==> src/rtl/sd_card_cmd_responder.sv <==
// SD card CMD-line responder: receives 48-bit host commands and answers the identification sequence.
// Optional build macro SD_RESP_CRC_CHECK_EN: drop commands whose CRC7 does not match and flag crc_err.
module sd_card_cmd_responder #(
  parameter logic [15:0]  RCA         = 16'hF792,
  parameter logic [31:0]  OCR         = 32'h00FF8000,
  parameter logic [119:0] CID         = 120'hAFE53C7AB12900000ECD,
  parameter int unsigned  BUSY_ROUNDS = 2,
  parameter int unsigned  NCR         = 2
) (
  input  logic        clk,
  input  logic        reset,
  input  logic        sd_clk_tick,
  input  logic        cmd_in,
  output logic        cmd_out,
  output logic        cmd_oe,
  output logic        cmd_valid,
  output logic [5:0]  cmd_index,
  output logic [31:0] cmd_arg,
  output logic        crc_err,
  output logic        illegal_cmd,
  output logic [1:0]  card_state
);

`ifdef SD_RESP_CRC_CHECK_EN
  localparam bit CRC_CHECK = 1'b1;
`else
  localparam bit CRC_CHECK = 1'b0;
`endif

  localparam logic [7:0] BUSY_LIM = 8'(BUSY_ROUNDS);
  localparam logic [7:0] NCR_LAST = 8'(NCR - 1);

  typedef enum logic [2:0] {RX_IDLE, RX_BITS, DECODE, WAIT_NCR, TX_BITS} line_t;
  typedef enum logic [1:0] {ST_IDLE, ST_READY, ST_IDENT, ST_STBY} card_t;

  function automatic logic [6:0] crc7_step(input logic [6:0] c, input logic b);
    logic fb;
    fb = b ^ c[6];
    return {c[5:0], 1'b0} ^ (fb ? 7'h09 : 7'h00);
  endfunction

  line_t        line;
  card_t        st;
  logic [47:0]  rx_frame;
  logic [5:0]   rx_cnt;
  logic [6:0]   rx_crc;
  logic         app;
  logic [7:0]   busy_cnt;
  logic [7:0]   ncr_cnt;
  logic [135:0] tx_data;
  logic [7:0]   tx_idx, tx_len, tx_lo, tx_hi;
  logic         tx_use_crc;
  logic [6:0]   tx_crc;
  logic         crc_err_q;

  card_t        st_next;
  logic [7:0]   busy_next;
  logic         app_next, dec_illegal;
  logic         resp_en, resp_use_crc;
  logic [135:0] resp_data;
  logic [7:0]   resp_len, resp_lo, resp_hi;
  logic [31:0]  r1_status;
  logic         acmd_ready, frame_ok, crc_bad;
  logic         in_crc_msg, in_crc_slot, tx_bit, drive;

  assign card_state = st;
  assign crc_err    = crc_err_q;
  assign acmd_ready = (busy_cnt >= BUSY_LIM);
  assign frame_ok   = !rx_frame[47] && rx_frame[46] && rx_frame[0];
  assign crc_bad    = CRC_CHECK && (rx_crc != rx_frame[7:1]);
  // R1 is only sent for CMD55, so the reported app flag is the freshly set one
  assign r1_status  = {19'b0, 2'b00, st, 3'b0, 1'b1, 5'b0};

  always_comb begin
    st_next      = st;
    busy_next    = busy_cnt;
    app_next     = 1'b0;
    dec_illegal  = 1'b0;
    resp_en      = 1'b0;
    resp_use_crc = 1'b1;
    resp_data    = '0;
    resp_len     = 8'd48;
    resp_lo      = 8'd0;
    resp_hi      = 8'd40;
    case (rx_frame[45:40])
      6'd0: begin
        st_next   = ST_IDLE;
        busy_next = '0;
      end
      6'd55: begin
        app_next  = 1'b1;
        resp_en   = 1'b1;
        resp_data = {2'b00, 6'd55, r1_status, 7'h00, 1'b1, 88'h0};
      end
      6'd41: begin
        if (app && st == ST_IDLE) begin
          resp_en      = 1'b1;
          resp_use_crc = 1'b0;
          resp_data    = {2'b00, 6'h3F, acmd_ready, OCR[30:0], 7'h7F, 1'b1, 88'h0};
          if (acmd_ready) st_next = ST_READY;
          else            busy_next = busy_cnt + 8'd1;
        end else begin
          dec_illegal = 1'b1;
        end
      end
      6'd2: begin
        if (st == ST_READY) begin
          resp_en   = 1'b1;
          resp_len  = 8'd136;
          resp_lo   = 8'd8;
          resp_hi   = 8'd128;
          resp_data = {2'b00, 6'h3F, CID, 7'h00, 1'b1};
          st_next   = ST_IDENT;
        end else begin
          dec_illegal = 1'b1;
        end
      end
      6'd3: begin
        if (st == ST_IDENT || st == ST_STBY) begin
          resp_en   = 1'b1;
          resp_data = {2'b00, 6'd3, RCA, 16'h0000, 7'h00, 1'b1, 88'h0};
          st_next   = ST_STBY;
        end else begin
          dec_illegal = 1'b1;
        end
      end
      default: dec_illegal = 1'b1;
    endcase
  end

  // CRC slot positions hold zeros in tx_data; the running CRC is substituted there
  assign in_crc_msg  = tx_use_crc && (tx_idx >= tx_lo) && (tx_idx < tx_hi);
  assign in_crc_slot = tx_use_crc && (tx_idx >= tx_hi) && (tx_idx < tx_hi + 8'd7);
  assign tx_bit      = in_crc_slot ? tx_crc[6] : tx_data[135];
  assign drive       = sd_clk_tick &&
                       ((line == WAIT_NCR && ncr_cnt == NCR_LAST) ||
                        (line == TX_BITS && tx_idx != tx_len));

  always_ff @(posedge clk) begin
    if (reset) begin
      line        <= RX_IDLE;
      st          <= ST_IDLE;
      cmd_out     <= 1'b1;
      cmd_oe      <= 1'b0;
      cmd_valid   <= 1'b0;
      crc_err_q   <= 1'b0;
      illegal_cmd <= 1'b0;
      cmd_index   <= '0;
      cmd_arg     <= '0;
      app         <= 1'b0;
      busy_cnt    <= '0;
      rx_frame    <= '0;
      rx_cnt      <= '0;
      rx_crc      <= '0;
      ncr_cnt     <= '0;
      tx_data     <= '0;
      tx_idx      <= '0;
      tx_len      <= '0;
      tx_lo       <= '0;
      tx_hi       <= '0;
      tx_use_crc  <= 1'b0;
      tx_crc      <= '0;
    end else begin
      cmd_valid   <= 1'b0;
      crc_err_q   <= 1'b0;
      illegal_cmd <= 1'b0;
      case (line)
        RX_IDLE: begin
          if (sd_clk_tick && !cmd_in) begin
            rx_frame <= '0;
            rx_crc   <= '0;
            rx_cnt   <= 6'd1;
            line     <= RX_BITS;
          end
        end
        RX_BITS: begin
          if (sd_clk_tick) begin
            rx_frame <= {rx_frame[46:0], cmd_in};
            if (rx_cnt < 6'd40) rx_crc <= crc7_step(rx_crc, cmd_in);
            rx_cnt <= rx_cnt + 6'd1;
            if (rx_cnt == 6'd47) line <= DECODE;
          end
        end
        DECODE: begin
          line <= RX_IDLE;
          if (frame_ok) begin
            cmd_index <= rx_frame[45:40];
            cmd_arg   <= rx_frame[39:8];
            if (crc_bad) begin
              crc_err_q <= 1'b1;
            end else begin
              cmd_valid   <= 1'b1;
              illegal_cmd <= dec_illegal;
              st          <= st_next;
              busy_cnt    <= busy_next;
              app         <= app_next;
              if (resp_en) begin
                // a tick landing in this cycle already counts toward NCR
                ncr_cnt    <= {7'b0, sd_clk_tick};
                tx_data    <= resp_data;
                tx_len     <= resp_len;
                tx_lo      <= resp_lo;
                tx_hi      <= resp_hi;
                tx_use_crc <= resp_use_crc;
                tx_idx     <= '0;
                tx_crc     <= '0;
                line       <= WAIT_NCR;
              end
            end
          end
        end
        WAIT_NCR: begin
          if (sd_clk_tick) ncr_cnt <= ncr_cnt + 8'd1;
        end
        TX_BITS: begin
          if (sd_clk_tick && tx_idx == tx_len) begin
            cmd_oe  <= 1'b0;
            cmd_out <= 1'b1;
            line    <= RX_IDLE;
          end
        end
        default: line <= RX_IDLE;
      endcase
      if (drive) begin
        cmd_oe  <= 1'b1;
        cmd_out <= tx_bit;
        tx_data <= tx_data << 1;
        tx_idx  <= tx_idx + 8'd1;
        if (in_crc_msg)       tx_crc <= crc7_step(tx_crc, tx_bit);
        else if (in_crc_slot) tx_crc <= {tx_crc[5:0], 1'b0};
        line    <= TX_BITS;
      end
    end
  end

endmodule

==> config.mk <==
export PLATFORM = sky130hd
export DESIGN_NAME = sd_card_cmd_responder
export DESIGN_NICKNAME = d
export VERILOG_FILES = /design/src/rtl/sd_card_cmd_responder.sv
export SDC_FILE = /design/constraint.sdc
export NUM_CORES = 1
export LEC_CHECK = 0
export ABC_AREA = 1
export CORE_ASPECT_RATIO = 1.75
export CORE_MARGIN = 2
export CORE_UTILIZATION = 65
export CTS_CLUSTER_SIZE = 25
export DETAILED_ROUTE_END_ITERATION = 6
export GPL_ROUTABILITY_DRIVEN = 1
export PLACE_DENSITY = 0.89
export SYNTH_ARGS = -nofsm -noshare
export SYNTH_HDL_FRONTEND = slang
export SYNTH_SLANG_ARGS = --single-unit
==> constraint.sdc <==
create_clock -name clk -period 5.89 [get_ports clk]
set_input_delay 0.8835 -clock clk [delete_from_list [all_inputs] [get_ports clk]]
set_output_delay 0.8835 -clock clk [all_outputs]
set_load 0.05 [all_outputs]
==> results of run 1 <==
-- per-stage QoR --
step                total power [uW]  utilization
CTS                             3550        0.732
global placement                2020        0.684
floorplan                       1990            -
finish                          3530        0.732
global route                    3630        0.732
detailed placement              2020        0.684
-- cell families (layout without fill, tap and decap cells) --
group                    count (synthesis)  in the layout
adder cells (fa/ha/maj)                 12             12
XOR/XNOR                                 5              5
flip-flops                             272            272
other                                    1              1
AO/OA/AOI/OAI                          295            295
buffers and inverters                  146            161
AND/OR/NAND/NOR                        725            725
-- routing by layer --
metal / global-route usage / share of wire / vias to the layer above
li1: - / - / 4647
met1: 0.285 / 0.40 / 4294
met2: 0.469 / 0.53 / 178
met3: 0.0392 / 0.041 / 62
met4: 0.110 / 0.034 / 0
met5: 0 / 0 / -
-- flip-flops by register name, summed over array words and instances (netlist names), 3 cells and up --
| register | flops |
|---|---|
| tx_data | 136 |
| rx_frame | 48 |
| cmd_arg | 32 |
| busy_cnt | 8 |
| ncr_cnt | 8 |
| tx_idx | 8 |
| tx_crc | 7 |
| cmd_index | 6 |
| rx_cnt | 6 |
| line | 3 |
-- power groups by stage --
stage	Sequential [uW]	Clock (uW)	Combinational (uW)
final	1850	1550	126
after floorplan	1890	0	99.7
after global routing	1850	1650	139
after detailed placement	1890	0	125
after global placement	1890	0	123
after CTS	1850	1570	126
-- placed cells by master (no fill, tap or decap), types with 13 or more instances in the layout --
master                            Yosys  routed
sky130_fd_sc_hd__nand4_1             13      13
sky130_fd_sc_hd__nand2_1            444     444
sky130_fd_sc_hd__clkdlybuf4s50_1      0      46
sky130_fd_sc_hd__dfxtp_1            272     272
sky130_fd_sc_hd__nor2_1             183     183
sky130_fd_sc_hd__o21ai_0             64      64
sky130_fd_sc_hd__nand2_2             18      18
sky130_fd_sc_hd__inv_1               53      53
sky130_fd_sc_hd__a21oi_1            214     214
sky130_fd_sc_hd__clkbuf_16            0      25
sky130_fd_sc_hd__nand3_1             36      36
-- worst min path at each step --
| stage | depth (start not counted) | to | from |
|---|---|---|---|
| 6_report | 2 | busy_cnt[2] | busy_cnt[2] |
| 3_3_place_gp | 2 | busy_cnt[2] | busy_cnt[2] |
| 5_1_grt | 2 | busy_cnt[2] | busy_cnt[2] |
| 4_1_cts | 2 | busy_cnt[2] | busy_cnt[2] |
| 2_1_floorplan | 2 | busy_cnt[2] | busy_cnt[2] |
| 3_5_place_dp | 2 | busy_cnt[2] | busy_cnt[2] |
-- layout make-up --
class / count / area (um^2) / share of cell area
clock inverter: 8 / 72.6 / 0.00606
multi-input combinational: 1038 / 4690 / 0.392
inverter: 60 / 233 / 0.0194
sequential: 272 / 5450 / 0.455
timing repair buffer: 57 / 547 / 0.0456
clock buffer: 36 / 707 / 0.0590
tap: 224 / 280 / 0.0234
-- worst min-delay path: cells and delay by family (launching register included) --
family	cells	cell delay, ns
AO/OA/AOI/OAI	1	0.05
buffers and inverters	1	0.05
flip-flops	1	0.31
==> insert_results.sql, run 1 <==
INSERT INTO impl_metrics (metric_group, metric, value, unit) VALUES
('setup_path', 'worst_ep_required_time', '6.33', 'ns'),
('setup_path', 'slowest_delay', '0.83', 'ns'),
('logic_synthesis', 'synth_mux_area_frac', '0', ''),
('finish', 'layout_cell_share_with_drive_strength_beyond_1', '0.0653', ''),
('setup_path', 'timing.critical_path.depth', '16', ''),
('detailed_routing', 'drtAntennaViolNets', '0', ''),
('setup_path', 'worst-path-buf-inv', '4', ''),
('place', 'place.detailed.instances', '1651', ''),
('setup_path', 'path_class', 'reg2reg', ''),
('logic_synthesis', 'yosysMostFrequentCell', 'sky130_fd_sc_hd__nand2_1', ''),
('finish', 'fin_nets', '1470', ''),
('floorplanning', 'coreArea', '16400', 'um^2'),
('logic_synthesis', 'synth_nets', '1472', ''),
('place', 'post-dp-hpwl', '13700', 'um'),
('setup_path', 'crit_path_cell_trace', 'inv_1 > ha_1 > inv_1 > nor2_1 > nand2_1 > nand2_1 > nand2_1 > nand2_1 > nand2_1 > nand2_2 > inv_4 > buf_4 > nand2_1 > o21ai_0 > a21oi_1 > nor2_1', ''),
('setup_path', 'type_of_destination_of_the_critical_path', 'flop', ''),
('clocking', 'clock_latency', '0.52', 'ns'),
('logic_synthesis', 'post_synth_main_area_contributors', 'sky130_fd_sc_hd__dfxtp_1 (50%), sky130_fd_sc_hd__nand2_1 (15%), sky130_fd_sc_hd__a21oi_1 (9.9%)', ''),
('logic_synthesis', 'yosysWarningCount', '0', ''),
('finish', 'synthToLayoutAreaGrowth', '10.6', '%'),
('worst_hold_path', 'hold_path.class', 'reg2reg', ''),
('floorplanning', 'floorplan.die.width', '102', 'um'),
('power', 'p_switching', '780', 'uW'),
('finish', 'n_antenna_cell', '0', ''),
('logic_synthesis', 'cell_count_after_synthesis', '1456', ''),
('power', 'p_int', '2750', 'uW'),
('place', 'placed_area', '11200', 'um^2'),
('place', 'gp_congestion', '0.906', ''),
('logic_synthesis', 'ys_seq_elements', '272', ''),
('clocking', 'numClockSinks', '272', ''),
('logic_synthesis', 'synth_simple_gate_area_frac', '0.274', ''),
('logic_synthesis', 'post_synthesis_adder_cell_area_fraction', '0.0139', ''),
('clocking', 'cts.repair.resized', '0', ''),
('sta', 'max_slew_violation_count', '0', ''),
('clocking', 'cts_buffer_depth', '3', ''),
('global_routing', 'first_global_vias', '8900', ''),
('setup_path', 'cp-startpoint', 'tx_len[5]', ''),
('sta', 'final_hold_viol_count', '0', ''),
('power', 'power.share.combinational', '0.036', ''),
('detailed_routing', 'via_count', '9181', ''),
('clocking', 'cts_tree', 'done', ''),
('floorplanning', 'ioPinCount', '49', ''),
('finish', 'final_design_instance_area_without_fill', '12000', 'um^2'),
('sta', 'maxSlewHeadroom', '0.307', ''),
('setup_path', 'worst_r2r_endpoint', 'tx_data[127]', ''),
('power', 'maximum_ir_drop_on_the_vdd_rail', '0.264', 'mV'),
('power', 'switching_share', '0.221', ''),
('detailed_routing', 'drt-initial-drc-count', '521', ''),
('power', 'clock_group_share_of_total_power', '0.440', ''),
('global_routing', 'antenna_found_initial', '0', ''),
('setup_path', 'crit_slowest_cell', 'sky130_fd_sc_hd__inv_4', ''),
('sta', 'tightestPinTransition', '1.04', 'ns'),
('job', 'max_cap_viol_count', '0', ''),
('setup_path', 'crit_path_end', 'tx_data[127]', ''),
('setup_path', 'timing.critical_path.from_type', 'flop', ''),
('clocking', 'clk_transition_reported_paths', '0.07', 'ns'),
('place', 'place.port_buffers', '47', ''),
('finish', 'post_layout_nonfiller_instances', '1695', ''),
('setup_path', 'cp.arrival', '3.63', 'ns'),
('global_routing', 'gr-total-overflow', '0', ''),
('run_status', 'outcome', 'finished clean', ''),
('setup_path', 'cpLargestDelayFamily', 'buffers and inverters', ''),
('power', 'static-leakage-power', '0.00466', 'uW'),
('floorplanning', 'floorplan.initialDensity', '0.662', ''),
('setup_path', 'worst-r2r-cell-count', '16', ''),
('sta', 'timing.setup.tns', '0', 'ns'),
('place', 'place_ws', '2.36', 'ns'),
('sta', 'timing.clock.skew', '0.0148', 'ns'),
('setup_path', 'regToRegStartpoint', 'tx_len[5]', ''),
('clocking', 'ctsHtreeMaxLevel', '1', ''),
('detailed_routing', 'routed_wl', '22400', 'um');
No activity file was read; power rests on OpenSTA's default activity.
==> run 2: changes to the inputs <==
--- a/config.mk
+++ b/config.mk
@@ -8,11 +8,11 @@
 export ABC_AREA = 1
 export CORE_ASPECT_RATIO = 1.75
 export CORE_MARGIN = 2
-export CORE_UTILIZATION = 65
+export CORE_UTILIZATION = 60
 export CTS_CLUSTER_SIZE = 25
 export DETAILED_ROUTE_END_ITERATION = 6
 export GPL_ROUTABILITY_DRIVEN = 1
-export PLACE_DENSITY = 0.89
+export PLACE_DENSITY = 0.83
 export SYNTH_ARGS = -nofsm -noshare
 export SYNTH_HDL_FRONTEND = slang
 export SYNTH_SLANG_ARGS = --single-unit
==> constraint.sdc (replaced) <==
create_clock -name clk -period 2.95 [get_ports clk]
set_input_delay 0.4425 -clock clk [delete_from_list [all_inputs] [get_ports clk]]
set_output_delay 0.4425 -clock clk [all_outputs]
set_load 0.05 [all_outputs]
==> insert_results.sql, run 2 (same netlist as run 1, synthesis figures left out) <==
INSERT INTO impl_metrics (metric_group, metric, value, unit) VALUES
('place', 'place.port_buffers', '47', ''),
('setup_path', 'type_of_destination_of_the_critical_path', 'flop', ''),
('setup_path', 'worst-r2r-cell-count', '16', ''),
('floorplanning', 'rows', '65', ''),
('global_routing', 'maximum_number_of_pins_on_one_net_before_global_route_repair', '140', ''),
('finish', 'fin_nets', '1473', ''),
('floorplanning', 'coreArea', '17900', 'um^2'),
('detailed_routing', 'detail_routed_net_length_per_standard_cell', '13.1', 'um'),
('clocking', 'ctsHtreeMaxLevel', '1', ''),
('setup_path', 'critical_path.max_fanout', '54', ''),
('sta', 'timing.clock.skew', '0.0153', 'ns'),
('setup_path', 'timing.critical_path.from_type', 'flop', ''),
('power', 'design_power', '7040', 'uW'),
('setup_path', 'cp.arrival', '2.88', 'ns'),
('setup_path', 'crit_path_cell_trace', 'inv_1 > ha_1 > inv_1 > nor2_1 > nand2_1 > nand2_1 > nand2_1 > nand2_1 > nand2_1 > nand2_2 > inv_4 > buf_12 > nand2_1 > nand2_1 > a21oi_1 > nor2_1', ''),
('detailed_routing', 'detail_routed_via_count_per_cell', '5.34', ''),
('global_routing', 'first_global_vias', '8576', ''),
('sta', 'finalSetupViolations', '0', ''),
('detailed_routing', 'drtAntennaViolNets', '0', ''),
('clocking', 'holdBufCountCts', '0', ''),
('global_routing', 'antenna_found_initial', '0', ''),
('detailed_routing', 'routed_wl', '22300', 'um'),
('setup_path', 'path_common_cell', 'sky130_fd_sc_hd__nand2_1', ''),
('power', 'power.density', '582', 'nW/um^2'),
('sta', 'period_needed', '2.42', 'ns'),
('run_status', 'outcome', 'finished clean', ''),
('sta', 'tightestPinTransition', '0.728', 'ns'),
('finish', 'max_reg_flops', '136', ''),
('worst_hold_path', 'hold_path.class', 'in2reg', ''),
('global_routing', 'grt_pass1_wl', '38100', 'um'),
('setup_path', 'worst_ep_required_time', '3.41', 'ns'),
('clocking', 'cts_buffer_depth', '3', ''),
('job', 'max_cap_viol_count', '0', ''),
('clocking', 'cts.repair.resized', '0', ''),
('finish', 'layout_cell_share_with_drive_strength_beyond_1', '0.0685', ''),
('sta', 'timing.setup.tns', '0', 'ns'),
('floorplanning', 'design.die.area', '19200', 'um^2'),
('floorplanning', 'die_height', '182', 'um'),
('global_routing', 'gr-total-overflow', '0', ''),
('clocking', 'clock_latency', '0.53', 'ns'),
('finish', 'max_flop_register', 'tx_data', ''),
('finish', 'final_core_util', '0.676', ''),
('place', 'post-dp-hpwl', '13900', 'um'),
('sta', 'timing.fmax', '413', 'MHz'),
('detailed_routing', 'drt-initial-drc-count', '504', ''),
('finish', 'n_antenna_cell', '0', ''),
('sta', 'maxSlewHeadroom', '0.509', ''),
('clocking', 'cts-root-buf', 'sky130_fd_sc_hd__clkbuf_16', ''),
('worst_hold_path', 'worst_hold_path.num_cells', '2', ''),
('setup_path', 'cpLargestDelayFamily', 'buffers and inverters', ''),
('power', 'maximum_ir_drop_on_the_vdd_rail', '0.607', 'mV'),
('sta', 'smallest_hold_slack', '0.334', 'ns'),
('global_routing', 'grt_util_all_layers', '0.231', ''),
('floorplanning', 'floorplan.die.width', '106', 'um'),
('floorplanning', 'ioPinCount', '49', ''),
('place', 'placed_area', '11300', 'um^2'),
('sta', 'final_hold_viol_count', '0', ''),
('finish', 'commonest_non_fill_non_tap_cells_in_the_layout', 'sky130_fd_sc_hd__nand2_1 (444), sky130_fd_sc_hd__dfxtp_1 (272), sky130_fd_sc_hd__a21oi_1 (214)', ''),
('setup_path', 'timing.critical_path.depth', '16', ''),
('finish', 'synthToLayoutAreaGrowth', '11.7', '%'),
('sta', 'min_period_over_period', '0.820', ''),
('floorplanning', 'floorplan.initialDensity', '0.606', ''),
('setup_path', 'path_class', 'reg2reg', ''),
('sta', 'max_slew_violation_count', '0', ''),
('finish', 'largest_registers', 'tx_data: 136 flops, rx_frame: 48 flops, cmd_arg: 32 flops', ''),
('clocking', 'numClockSinks', '272', ''),
('setup_path', 'worst-path-buf-inv', '4', ''),
('clocking', 'cts_tree', 'done', ''),
('clocking', 'total_cts_buffers', '25', ''),
('detailed_routing', 'via_count', '9123', ''),
('place', 'gp_congestion', '0.868', ''),
('clocking', 'clk_transition_reported_paths', '0.07', 'ns'),
('detailed_routing', 'drt-pass1-iter-count', '5', ''),
('setup_path', 'slowest_delay', '0.38', 'ns'),
('detailed_routing', 'detail_route.drc_violations', '0', ''),
('power', 'static-leakage-power', '0.00470', 'uW'),
('finish', 'layout.cells.most_common', 'sky130_fd_sc_hd__nand2_1', ''),
('setup_path', 'crit_slowest_cell', 'sky130_fd_sc_hd__inv_4', ''),
('sta', 'grt_setup_unrepaired', 'false', ''),
('finish', 'final_design_instance_area_without_fill', '12100', 'um^2'),
('clocking', 'post-cts-setup-buffer-count', '0', '');
## run 2: cell types whose count changed in the layout (fill, tap and decap cells not counted), sizes merged
cell / previous run / this run
buf: 11 / 14
bufinv: 1 / 0
clkinv: 7 / 8
clkinvlp: 0 / 1
## run 2: metrics by stage
stage / cells / worst slack (ns)
2_1_floorplan: 1456 / 0.976
3_3_place_gp: 1664 / 0.616
5_1_grt: 1709 / 0.210
6_report: 1709 / 0.531
3_5_place_dp: 1664 / 0.567
4_1_cts: 1709 / 0.548
## run 2: final timing paths
kind                             startpoint           end  slack (ns)
worst max-delay path              tx_len[5]  tx_data[120]        0.53
worst min-delay path                  reset   tx_data[87]        0.33
worst max register to register    tx_len[5]  tx_data[120]        0.53
worst min register to register  busy_cnt[2]   busy_cnt[2]        0.45
## run 2: final cells by class
type                    count  area [um^2]
flip-flops and latches    272         5450
clock buffers              36          717
clock inverters             9         58.8
fillers                  1514         5800
inverters                  60          233
repair buffers             60          657
multi-input cells        1038         4690
well taps                 234          293
## run 2: metal layers
metal / wire length [um] / vias to the layer above / track usage / part of all wire
met2: 11900 / 150 / 0.447 / 0.53
li1: - / 4663 / - / -
met5: 0 / - / 0 / 0
met4: 569 / 0 / 0.0716 / 0.025
met3: 918 / 41 / 0.0355 / 0.041
met1: 8910 / 4269 / 0.254 / 0.40
## run 2: power by group
group,internal [uW],switching [uW]
logic,67.5,199
clock network,1700,1380
registers,3680,12.4
## run 2: worst reg2reg max path, stage by stage, from the launching register on
cell                      delay, ns
sky130_fd_sc_hd__dfxtp_1       0.35
sky130_fd_sc_hd__inv_1         0.09
sky130_fd_sc_hd__ha_1          0.30
sky130_fd_sc_hd__inv_1         0.06
sky130_fd_sc_hd__nor2_1        0.04
sky130_fd_sc_hd__nand2_1       0.08
sky130_fd_sc_hd__nand2_1       0.09
sky130_fd_sc_hd__nand2_1       0.08
sky130_fd_sc_hd__nand2_1       0.05
sky130_fd_sc_hd__nand2_1       0.07
sky130_fd_sc_hd__nand2_2       0.10
sky130_fd_sc_hd__inv_4         0.38
sky130_fd_sc_hd__buf_12        0.30
sky130_fd_sc_hd__nand2_1       0.11
sky130_fd_sc_hd__nand2_1       0.09
sky130_fd_sc_hd__a21oi_1       0.05
sky130_fd_sc_hd__nor2_1        0.10
==> run 3: changes to the inputs <==
==> constraint.sdc (replaced) <==
create_clock -name clk -period 2.4 [get_ports clk]
set_input_delay 0.36 -clock clk [delete_from_list [all_inputs] [get_ports clk]]
set_output_delay 0.36 -clock clk [all_outputs]
set_load 0.05 [all_outputs]
==> insert_results.sql, run 3 (same netlist as run 1, synthesis figures left out) <==
INSERT INTO impl_metrics (metric_group, metric, value, unit) VALUES
('run_status', 'outcome', 'finished clean', ''),
('setup_path', 'timing.critical_path.from_type', 'flop', ''),
('detailed_routing', 'via_count', '9234', ''),
('power', 'static-leakage-power', '0.00478', 'uW'),
('global_routing', 'first_global_vias', '8809', ''),
('finish', 'commonest_non_fill_non_tap_cells_in_the_layout', 'sky130_fd_sc_hd__nand2_1 (444), sky130_fd_sc_hd__dfxtp_1 (272), sky130_fd_sc_hd__a21oi_1 (213)', ''),
('clocking', 'cts_buffer_depth', '3', ''),
('finish', 'layout_cell_share_with_drive_strength_beyond_1', '0.0756', ''),
('clocking', 'numClockSinks', '272', ''),
('setup_path', 'crit_slowest_cell', 'sky130_fd_sc_hd__dfxtp_1', ''),
('detailed_routing', 'met2_wirelength', '11900', 'um'),
('worst_hold_path', 'hold_path.class', 'in2reg', ''),
('sta', 'smallest_hold_slack', '0.180', 'ns'),
('detailed_routing', 'drt-initial-drc-count', '395', ''),
('sta', 'finalSetupViolations', '0', ''),
('sta', 'timing.clock.skew', '0.0169', 'ns'),
('sta', 'timing.setup.tns', '0', 'ns'),
('detailed_routing', 'detail_routed_via_count_per_cell', '5.38', ''),
('detailed_routing', 'detail_routed_net_length_per_standard_cell', '13.1', 'um'),
('sta', 'maxSlewHeadroom', '0.619', ''),
('clocking', 'clk_transition_reported_paths', '0.07', 'ns'),
('sta', 'max_slew_violation_count', '0', ''),
('floorplanning', 'coreArea', '17900', 'um^2'),
('setup_path', 'cpLargestDelayFamily', 'simple AND/OR/NAND/NOR gates', ''),
('detailed_routing', 'route.met3.wl', '793', 'um'),
('sta', 'final_hold_viol_count', '0', ''),
('sta', 'tightestPinTransition', '0.569', 'ns'),
('finish', 'fin_nets', '1482', ''),
('detailed_routing', 'drt-pass1-iter-count', '5', ''),
('sta', 'period_needed', '2.16', 'ns'),
('finish', 'fillCellCount', '1453', ''),
('clocking', 'total_cts_buffers', '23', ''),
('setup_path', 'path_class', 'reg2reg', ''),
('setup_path', 'critical_path.max_fanout', '52', ''),
('finish', 'max_flop_register', 'tx_data', ''),
('detailed_routing', 'top_layer_used', 'met4', ''),
('detailed_routing', 'detail_route.drc_violations', '0', ''),
('detailed_routing', 'route.layer.met1.wl', '9050', 'um'),
('detailed_routing', 'drtAntennaViolNets', '0', ''),
('global_routing', 'grt_pass1_wl', '38600', 'um'),
('setup_path', 'slowest_delay', '0.36', 'ns'),
('finish', 'max_reg_flops', '136', ''),
('global_routing', 'grt_util_all_layers', '0.235', ''),
('global_routing', 'maximum_number_of_pins_on_one_net_before_global_route_repair', '107', ''),
('power', 'power.density', '711', 'nW/um^2'),
('finish', 'largest_registers', 'tx_data: 136 flops, rx_frame: 48 flops, cmd_arg: 32 flops', ''),
('global_routing', 'gr-total-overflow', '0', ''),
('finish', 'n_antenna_cell', '0', ''),
('clocking', 'clock_latency', '0.51', 'ns'),
('setup_path', 'path_common_cell', 'sky130_fd_sc_hd__nand2_1', ''),
('floorplanning', 'floorplan.die.width', '106', 'um'),
('floorplanning', 'die_height', '182', 'um'),
('clocking', 'cts-root-buf', 'sky130_fd_sc_hd__clkbuf_16', ''),
('setup_path', 'cp.arrival', '2.59', 'ns'),
('place', 'place.port_buffers', '47', ''),
('setup_path', 'crit_path_cell_trace', 'inv_1 > ha_4 > inv_1 > nor2_1 > nand2_1 > nand2_1 > nand2_1 > nand2_1 > nand2_1 > nand2_4 > nand2_4 > inv_4 > buf_12 > nand2_1 > a21oi_1', ''),
('clocking', 'ctsHtreeMaxLevel', '1', ''),
('setup_path', 'worst_ep_required_time', '2.83', 'ns'),
('floorplanning', 'floorplan.initialDensity', '0.606', ''),
('finish', 'layout.cells.most_common', 'sky130_fd_sc_hd__nand2_1', ''),
('floorplanning', 'rows', '65', ''),
('setup_path', 'type_of_destination_of_the_critical_path', 'flop', ''),
('floorplanning', 'design.die.area', '19200', 'um^2'),
('global_routing', 'antenna_found_initial', '0', ''),
('setup_path', 'worst-path-buf-inv', '4', ''),
('place', 'gp_congestion', '0.856', ''),
('job', 'max_cap_viol_count', '0', ''),
('power', 'maximum_ir_drop_on_the_vdd_rail', '0.761', 'mV'),
('floorplanning', 'ioPinCount', '49', ''),
('sta', 'timing.fmax', '463', 'MHz'),
('sta', 'min_period_over_period', '0.900', ''),
('finish', 'synthToLayoutAreaGrowth', '12.9', '%'),
('detailed_routing', 'routed_wl', '22500', 'um'),
('place', 'post-dp-hpwl', '14200', 'um'),
('clocking', 'cts_tree', 'done', '');
run 3: area by class of cell:
cell class / instances / area (um^2) / share of cell area
clock buffers: 36 / 704 / 0.0576
inverters: 60 / 233 / 0.0190
well taps: 234 / 293 / 0.0239
repair buffers: 71 / 768 / 0.0628
clock inverters: 5 / 75.1 / 0.00614
multi-input cells: 1038 / 4720 / 0.386
flip-flops and latches: 272 / 5450 / 0.445
run 3: repair_timing:
action / 4_1_cts / 5_1_grt
hold buffers: 0 / 0
endpoints found under the hold margin: 0 / 0
setup endpoints to repair: 0 / 89
setup buffers: 0 / 0
gates resized for setup: 0 / 5
run 3: final timing paths:
| kind | from | end | slack, ns | cells past startpoint |
|---|---|---|---|---|
| setup / recovery | tx_len[5] | tx_data[105] | 0.24 | 15 |
| hold / removal | reset | tx_data[52] | 0.18 | 2 |
| setup reg to reg | tx_len[5] | tx_data[105] | 0.24 | 15 |
| hold reg to reg | tx_data[41] | tx_data[41] | 0.46 | 2 |
run 3: worst register-to-register path, cell delays in order, from the launching register on:
cell	delay, ns
sky130_fd_sc_hd__dfxtp_1	0.36
sky130_fd_sc_hd__inv_1	0.11
sky130_fd_sc_hd__ha_4	0.29
sky130_fd_sc_hd__inv_1	0.03
sky130_fd_sc_hd__nor2_1	0.11
sky130_fd_sc_hd__nand2_1	0.09
sky130_fd_sc_hd__nand2_1	0.10
sky130_fd_sc_hd__nand2_1	0.06
sky130_fd_sc_hd__nand2_1	0.05
sky130_fd_sc_hd__nand2_1	0.08
sky130_fd_sc_hd__nand2_4	0.11
sky130_fd_sc_hd__nand2_4	0.09
sky130_fd_sc_hd__inv_4	0.09
sky130_fd_sc_hd__buf_12	0.23
sky130_fd_sc_hd__nand2_1	0.11
sky130_fd_sc_hd__a21oi_1	0.16
run 3: power by group:
part	leakage [uW]	total, uW	internal [uW]	switching (uW)
clock	0.000387	3820	2230	1590
sequential	0.00219	4540	4530	16.5
combinational	0.00221	341	90.9	250
run 3: metrics by stage:
step | utilization | worst slack (ns) | std cells | cell area [um^2] | total power [uW]
2_1_floorplan | - | 0.426 | 1456 | 10800 | 4890
3_3_place_gp | 0.639 | 0.239 | 1675 | 11400 | 4980
3_5_place_dp | 0.639 | 0.226 | 1675 | 11400 | 4980
4_1_cts | 0.682 | 0.180 | 1716 | 12200 | 8780
5_1_grt | 0.684 | -0.00733 | 1716 | 12200 | 9000
6_report | 0.684 | 0.241 | 1716 | 12200 | 8700
run 3: routing by layer:
metal / GRT usage / up-vias
met5: 0 / -
met4: 0.0900 / 0
met3: 0.0319 / 51
met2: 0.447 / 164
met1: 0.260 / 4347
li1: - / 4672
